===== config.mk =====
export PLATFORM = sky130hd
export DESIGN_NAME = imem_arbiter
export DESIGN_NICKNAME = d
export VERILOG_FILES = /design/src/rtl/imem_arbiter.sv
export SDC_FILE = /design/constraint.sdc
export NUM_CORES = 1
export LEC_CHECK = 0
export ABC_AREA = 1
export BUFFER_PORTS_ARGS = -buffer_cell sky130_fd_sc_hd__buf_2
export CORE_MARGIN = 2
export CORE_UTILIZATION = 45
export DETAILED_ROUTE_END_ITERATION = 16
export GPL_TIMING_DRIVEN = 0
export PLACE_DENSITY = 0.76
export SLEW_MARGIN = 25
export SYNTH_ARGS = -nofsm -noshare
export SYNTH_HDL_FRONTEND = slang
export SYNTH_SLANG_ARGS = --single-unit

===== constraint.sdc =====
create_clock -name clk -period 1.36 [get_ports clk]
set_clock_uncertainty 0.1 [all_clocks]
set_input_delay 0.204 -clock clk [delete_from_list [all_inputs] [get_ports clk]]
set_output_delay 0.204 -clock clk [all_outputs]
set_load 0.02 [all_outputs]

===== src/rtl/imem_arbiter.sv =====
// Round-robin arbiter sharing one fixed-latency single-port memory between
// instruction fetch (read-only) and a data/loader port (read/write, byte enables).
module imem_arbiter #(
    parameter int ADDR_W  = 10,
    parameter int DATA_W  = 32,
    parameter int LATENCY = 1
) (
    input  logic                clk,
    input  logic                rst,
    input  logic                f_req_valid,
    output logic                f_req_ready,
    input  logic [ADDR_W-1:0]   f_addr,
    output logic                f_rvalid,
    output logic [DATA_W-1:0]   f_rdata,
    input  logic                d_req_valid,
    output logic                d_req_ready,
    input  logic                d_we,
    input  logic [ADDR_W-1:0]   d_addr,
    input  logic [DATA_W-1:0]   d_wdata,
    input  logic [DATA_W/8-1:0] d_be,
    output logic                d_rvalid,
    output logic [DATA_W-1:0]   d_rdata,
    output logic                mem_en,
    output logic                mem_we,
    output logic [ADDR_W-1:0]   mem_addr,
    output logic [DATA_W-1:0]   mem_wdata,
    output logic [DATA_W/8-1:0] mem_be,
    input  logic [DATA_W-1:0]   mem_rdata,
    output logic                busy
);

    localparam int          BE_W = DATA_W / 8;
    localparam logic [3:0]  LAT  = 4'(LATENCY);

    typedef enum logic [1:0] {S_IDLE, S_ISSUE, S_WAIT} state_t;

    state_t              state_q, state_d;
    logic [3:0]          cnt_q, cnt_d;
    logic                last_d_q, last_d_d;   // 1: data port won the last grant
    logic                port_d_q, port_d_d;   // 1: captured request belongs to data port
    logic                we_q, we_d;
    logic [ADDR_W-1:0]   addr_q, addr_d;
    logic [DATA_W-1:0]   wdata_q, wdata_d;
    logic [BE_W-1:0]     be_q, be_d;
    logic                f_rvalid_q, f_rvalid_d;
    logic                d_rvalid_q, d_rvalid_d;
    logic [DATA_W-1:0]   f_rdata_q, f_rdata_d;
    logic [DATA_W-1:0]   d_rdata_q, d_rdata_d;
    logic                grant_f, grant_d;

    // On a tie the port that did not win last time gets the grant
    assign grant_f = f_req_valid && (!d_req_valid || last_d_q);
    assign grant_d = d_req_valid && (!f_req_valid || !last_d_q);

    always_comb begin
        state_d     = state_q;
        cnt_d       = cnt_q;
        last_d_d    = last_d_q;
        port_d_d    = port_d_q;
        we_d        = we_q;
        addr_d      = addr_q;
        wdata_d     = wdata_q;
        be_d        = be_q;
        f_rvalid_d  = 1'b0;
        d_rvalid_d  = 1'b0;
        f_rdata_d   = f_rdata_q;
        d_rdata_d   = d_rdata_q;
        f_req_ready = 1'b0;
        d_req_ready = 1'b0;
        mem_en      = 1'b0;
        mem_we      = 1'b0;
        mem_addr    = '0;
        mem_wdata   = '0;
        mem_be      = '0;

        unique case (state_q)
            S_IDLE: begin
                f_req_ready = grant_f;
                d_req_ready = grant_d;
                if (grant_f) begin
                    addr_d   = f_addr;
                    we_d     = 1'b0;
                    wdata_d  = '0;
                    be_d     = '1;
                    port_d_d = 1'b0;
                    last_d_d = 1'b0;
                    state_d  = S_ISSUE;
                end else if (grant_d) begin
                    addr_d   = d_addr;
                    we_d     = d_we;
                    wdata_d  = d_wdata;
                    be_d     = d_be;
                    port_d_d = 1'b1;
                    last_d_d = 1'b1;
                    state_d  = S_ISSUE;
                end
            end
            S_ISSUE: begin
                mem_en    = 1'b1;
                mem_we    = we_q;
                mem_addr  = addr_q;
                mem_wdata = wdata_q;
                mem_be    = be_q;
                cnt_d     = LAT;
                state_d   = S_WAIT;
            end
            S_WAIT: begin
                if (cnt_q <= 4'd1) begin
                    cnt_d   = 4'd0;
                    state_d = S_IDLE;
                    if (port_d_q) begin
                        d_rvalid_d = 1'b1;
                        d_rdata_d  = we_q ? '0 : mem_rdata;
                    end else begin
                        f_rvalid_d = 1'b1;
                        f_rdata_d  = mem_rdata;
                    end
                end else begin
                    cnt_d = cnt_q - 4'd1;
                end
            end
            default: state_d = S_IDLE;
        endcase
    end

    always_ff @(posedge clk or negedge rst) begin
        if (!rst) begin
            state_q    <= S_IDLE;
            cnt_q      <= 4'd0;
            last_d_q   <= 1'b1;
            port_d_q   <= 1'b0;
            we_q       <= 1'b0;
            addr_q     <= '0;
            wdata_q    <= '0;
            be_q       <= '0;
            f_rvalid_q <= 1'b0;
            d_rvalid_q <= 1'b0;
            f_rdata_q  <= '0;
            d_rdata_q  <= '0;
        end else begin
            state_q    <= state_d;
            cnt_q      <= cnt_d;
            last_d_q   <= last_d_d;
            port_d_q   <= port_d_d;
            we_q       <= we_d;
            addr_q     <= addr_d;
            wdata_q    <= wdata_d;
            be_q       <= be_d;
            f_rvalid_q <= f_rvalid_d;
            d_rvalid_q <= d_rvalid_d;
            f_rdata_q  <= f_rdata_d;
            d_rdata_q  <= d_rdata_d;
        end
    end

    assign f_rvalid = f_rvalid_q;
    assign d_rvalid = d_rvalid_q;
    assign f_rdata  = f_rdata_q;
    assign d_rdata  = d_rdata_q;
    assign busy     = (state_q != S_IDLE);

endmodule


==> report_table.html <==
<table>
<tr><th>Metric</th><th>Value</th></tr>
<tr><th colspan="2">Setup path</th></tr>
<tr><td>Category of the most critical setup path</td><td>register to output pin</td></tr>
<tr><td>Type of element launching the critical path</td><td>register</td></tr>
<tr><td>Endpoint of the worst-slack reg-to-reg timing path</td><td>wdata_q[5]$_DFFE_PN0P_</td></tr>
<tr><td>Origin of the critical flop-to-flop path</td><td>state_q[1]$_DFFE_PN0P_</td></tr>
<tr><td>Worst R2R Setup Slack</td><td>-460 ps</td></tr>
<tr><td>Crit path max fanout</td><td>10</td></tr>
<tr><td>CP Data Arrival Time</td><td>1650 ps</td></tr>
<tr><td>Length in cells of the worst reg-to-reg path</td><td>11</td></tr>
<tr><td>Data required time of the worst path</td><td>1060 ps</td></tr>
<tr><td>Worst Setup End Kind</td><td>output pin</td></tr>
<tr><th colspan="2">Finish</th></tr>
<tr><td>Nets@finish</td><td>1,223</td></tr>
<tr><td>Fraction of final layout cells sized beyond drive strength 1</td><td>52.6%</td></tr>
<tr><td>Storage element area</td><td>3030 um^2</td></tr>
<tr><td>Antenna cell count</td><td>0</td></tr>
<tr><td>Layout-stage area growth over the synthesis result</td><td>73.8%</td></tr>
<tr><td>Post-route non-filler standard cell count</td><td>1,312</td></tr>
<tr><td>Area of the multi-input gates</td><td>2920 um^2</td></tr>
<tr><td>Final core utilization</td><td>79.8%</td></tr>
<tr><td>Number of fill cells in the layout</td><td>747</td></tr>
<tr><th colspan="2">Floorplanning</th></tr>
<tr><td>Total Die Area</td><td>14,400 um^2</td></tr>
<tr><td>Core region area</td><td>13,200 um^2</td></tr>
<tr><td>Die height</td><td>120 um</td></tr>
<tr><td>Row cnt</td><td>42</td></tr>
<tr><td>Initial core utilization</td><td>45.9%</td></tr>
<tr><td>Number of top-level pins</td><td>210</td></tr>
<tr><td>Horizontal extent of the die</td><td>120 um</td></tr>
<tr><th colspan="2">Timing</th></tr>
<tr><td>Final-report max-slew violation count</td><td>0</td></tr>
<tr><td>Maximum frequency from static timing analysis</td><td>512 MHz</td></tr>
<tr><td>Minimum period implied by the final worst setup slack</td><td>1950 ps</td></tr>
<tr><td>Final hold slack</td><td>33.0 ps</td></tr>
<tr><td>Setup repair after global routing missed its margin</td><td>true</td></tr>
<tr><td>Relative max-transition margin</td><td>68.2%</td></tr>
<tr><td>Final setup fails</td><td>172</td></tr>
<tr><td>Worst Max-Slew Pin Slew</td><td>478 ps</td></tr>
<tr><td>Setup slack after layout</td><td>-595 ps</td></tr>
<tr><td>Portion of the clock cycle consumed by the worst path in the final layout</td><td>144%</td></tr>
<tr><td>Number of failing hold endpoints at the final stage</td><td>0</td></tr>
<tr><th colspan="2">Yosys</th></tr>
<tr><td>Number of unique standard cell types used by synthesis</td><td>28</td></tr>
<tr><td>Number of cells produced by synthesis</td><td>760</td></tr>
<tr><td>Ys async rst share</td><td>100%</td></tr>
<tr><td>Flops &amp; latches, synth</td><td>121</td></tr>
<tr><td>Post-synthesis sequential area ratio</td><td>50.0%</td></tr>
<tr><td>Post-synth design cell area</td><td>6060 um^2</td></tr>
<tr><td>Post-synthesis average cell area</td><td>7.97 um^2</td></tr>
<tr><td>Number of enable-type register cells in the synthesized netlist</td><td>0</td></tr>
<tr><td>Number of warning messages in the yosys log</td><td>0</td></tr>
<tr><td>Most used DFF post-synth</td><td>dfrtp_1</td></tr>
<tr><td>Syn nets</td><td>859</td></tr>
<tr><th colspan="2">CTS</th></tr>
<tr><td>Buffer depth of the longest clock path</td><td>2</td></tr>
<tr><td># clock sinks</td><td>121</td></tr>
<tr><td>H-tree depth reported by CTS</td><td>4</td></tr>
<tr><td>Clock tree from TritonCTS</td><td>yes</td></tr>
<tr><td>Root cell of the clock tree</td><td>clkbuf_16</td></tr>
<tr><td>TritonCTS buffer count</td><td>17</td></tr>
<tr><td>Clock latency at the later pin of the worst-skew pair</td><td>410 ps</td></tr>
<tr><td>Clock-pin slew on the worst setup and hold paths</td><td>60 ps</td></tr>
<tr><th colspan="2">Hold path</th></tr>
<tr><td>Worst hold stages</td><td>5</td></tr>
<tr><td>Worst hold-check path type</td><td>input port to register</td></tr>
<tr><td>Hold path startpoint</td><td>d_addr[6]</td></tr>
<tr><td>Terminating pin of the worst hold path</td><td>addr_q[6]$_DFFE_PN0P_</td></tr>
<tr><th colspan="2">Place</th></tr>
<tr><td>Routability Congestion</td><td>0.791</td></tr>
<tr><td>Half-perimeter wire length after detailed placement</td><td>11,600 um</td></tr>
<tr><td>Total instance count after detailed placement</td><td>1,146</td></tr>
<tr><td>Number of I/O port buffers</td><td>209</td></tr>
<tr><th colspan="2">Global routing</th></tr>
<tr><td>Global-route congestion overflow total</td><td>0</td></tr>
<tr><td>Global-route usage over all layers</td><td>29.9%</td></tr>
<tr><td>Global-route wire length before repair</td><td>33,600 um</td></tr>
<tr><td>GR Util met1</td><td>34.3%</td></tr>
<tr><td>Largest net degree at the start of global routing</td><td>73</td></tr>
<tr><td>Global route hottest layer</td><td>met2</td></tr>
<tr><td>Global-route track usage on met3</td><td>7.98%</td></tr>
<tr><td>Met2 usage in global routing</td><td>52.5%</td></tr>
<tr><td>Vias in the first global route</td><td>6,673</td></tr>
<tr><td>Initial antenna violation count</td><td>0</td></tr>
<tr><th colspan="2">Flow run</th></tr>
<tr><td>Reported max-cap violation count</td><td>0</td></tr>
<tr><th colspan="2">Power and ir drop</th></tr>
<tr><td>Power share of the sequential group</td><td>25.8%</td></tr>
<tr><td>Max rail drop VDD</td><td>0.00142 V</td></tr>
<tr><td>Net switching power</td><td>12,000 uW</td></tr>
<tr><td>Internal power</td><td>14,600 uW</td></tr>
<tr><td>Switching portion of total power</td><td>45.2%</td></tr>
<tr><td>Leakage power</td><td>0.00587 uW</td></tr>
<tr><td>Portion of total power attributed to the clock network</td><td>15.7%</td></tr>
<tr><td>Areal power density over the cells</td><td>2530 nW/um^2</td></tr>
<tr><td>Comb pwr share</td><td>58.5%</td></tr>
<tr><th colspan="2">Detailed routing</th></tr>
<tr><td>Total via count after detailed routing</td><td>6,971</td></tr>
<tr><td>Overall routed net length</td><td>24,900 um</td></tr>
<tr><td>Drt first-iter violations</td><td>680</td></tr>
<tr><td>Antenna viol nets, final</td><td>0</td></tr>
<tr><td>Length of the first detailed-routing pass in iterations</td><td>5</td></tr>
<tr><td>Wire length per cell</td><td>19.0 um</td></tr>
<tr><td>Number of remaining DRC errors</td><td>0</td></tr>
<tr><td>Vias/cell</td><td>5.31</td></tr>
<tr><th colspan="2">Status</th></tr>
<tr><td>Violated checks</td><td>negative setup slack</td></tr>
<tr><td>Status</td><td>finished with violations</td></tr>
</table>
final cells by class:
type,count,share of cell area (%)
multi-input combinational,477,27.7
timing repair buffer,345,26.9
clock inverter,9,0.725
clock buffer,22,4.31
tap,176,2.09
inverter,115,4.19
buffer,47,5.28
sequential,121,28.8
worst max-delay path, stage by stage, from the launching register on:
cell     delay, ps
dfrtp_1        390
inv_2          100
ha_4           190
buf_4          190
nand2_1        100
inv_1           90
buf_2          160
layer usage:
layer / up-vias / routed length (um)
met3: 115 / 2250
met5: - / 0
li1: 3062 / -
met1: 3301 / 8580
met4: 0 / 1260
met2: 493 / 12800
flip-flops by register name, indices dropped and copies added (netlist names):
| name | cells |
|---|---|
| d_rdata | 32 |
| f_rdata | 32 |
| wdata_q | 32 |
| addr_q | 10 |
| be_q | 4 |
| cnt_q | 4 |
| state_q | 2 |
| d_rvalid | 1 |
| f_rvalid | 1 |
| last_d_q | 1 |
| port_d_q | 1 |
| we_q | 1 |
synthesized netlist by cell type (2+ instances only):
master    number  area, um^2
buf_2         10        50.1
buf_4          6        45.0
buf_6         20         225
buf_8          6        90.1
clkbuf_1       4        15.0
clkbuf_4       2        15.0
dfrtp_1      120        3000
ha_1           6        75.1
inv_1        109         409
inv_2          6        22.5
nand2_1      324        1220
nand3_1       13        65.1
nand3b_1      10        75.1
nand4_1       65         407
nand4_4        2        42.5
nor2_1        39         146
o21ai_0        7        35.0
power by group through the flow:
stage | clock network [uW] | logic [uW] | registers [uW]
after global placement | 0 | 10200 | 6230
after global routing | 4420 | 16500 | 7020
after floorplan | 0 | 6240 | 7290
after CTS | 4150 | 13300 | 6460
final | 4190 | 15600 | 6880
after detailed placement | 0 | 10400 | 6260
what timing repair did:
action	4_1_cts	5_1_grt
gates cloned	18	6
setup endpoints to repair	170	172
hold buffers	75	0
buffers inserted	28	19
pin swaps	99	34
resized for setup	246	175
hold endpoints to repair	123	0
worst max-delay path by stage:
stage / from / end / slack, ps / depth (start not counted)
3_3_place_gp: rst / wdata_q[7]$_DFFE_PN0P_ / -1590 / 1
2_1_floorplan: state_q[0]$_DFFE_PN0P_ / d_req_ready / -30 / 5
4_1_cts: state_q[1]$_DFFE_PN0P_ / mem_wdata[19] / -570 / 7
3_5_place_dp: state_q[0]$_DFFE_PN0P_ / d_req_ready / -360 / 6
6_report: state_q[1]$_DFFE_PN0P_ / mem_wdata[4] / -590 / 6
5_1_grt: state_q[1]$_DFFE_PN0P_ / mem_wdata[29] / -640 / 7
cells by family (layout without fill, tap and decap cells):
kind of cell               count (synthesis)  after routing  synth area share [%]
and+or+nand+nor                          459            460                  33.3
buffers and inverters                    163            538                  14.4
DFF                                      121            121                  50.0
AOI/OAI and AO/OA                         10             10                 0.929
adders and majority gates                  6              6                  1.24
xor gates and xnor gates                   1              1                 0.145
per-stage QoR:
step / cell area [um^2] / TNS (ps) / total power [uW] / setup WS (ps)
6_report: 10500 / -65950 / 26700 / -595
5_1_grt: 10500 / -74630 / 27900 / -643
4_1_cts: 9840 / -71950 / 23900 / -571
3_5_place_dp: 7460 / -26440 / 16700 / -358
3_3_place_gp: 7420 / -213970 / 16500 / -1590
2_1_floorplan: 6160 / -1980 / 13500 / -29.1
cell usage in the layout (no fill, tap or decap), types with 8 or more instances in the layout:
cell type	Yosys	layout
clkbuf_16	0	22
nand2_1	324	152
nand2_4	1	29
inv_2	6	47
inv_1	109	65
nand4_1	65	65
nor2_1	39	37
dfrtp_1	120	119
nand3_2	1	8
buf_2	10	169
buf_6	20	92
buf_4	6	19
nand2_2	1	144
nand3b_1	10	10
buf_8	6	21
dlygate4sd3_1	0	75
(Power assumes the default switching activity.)
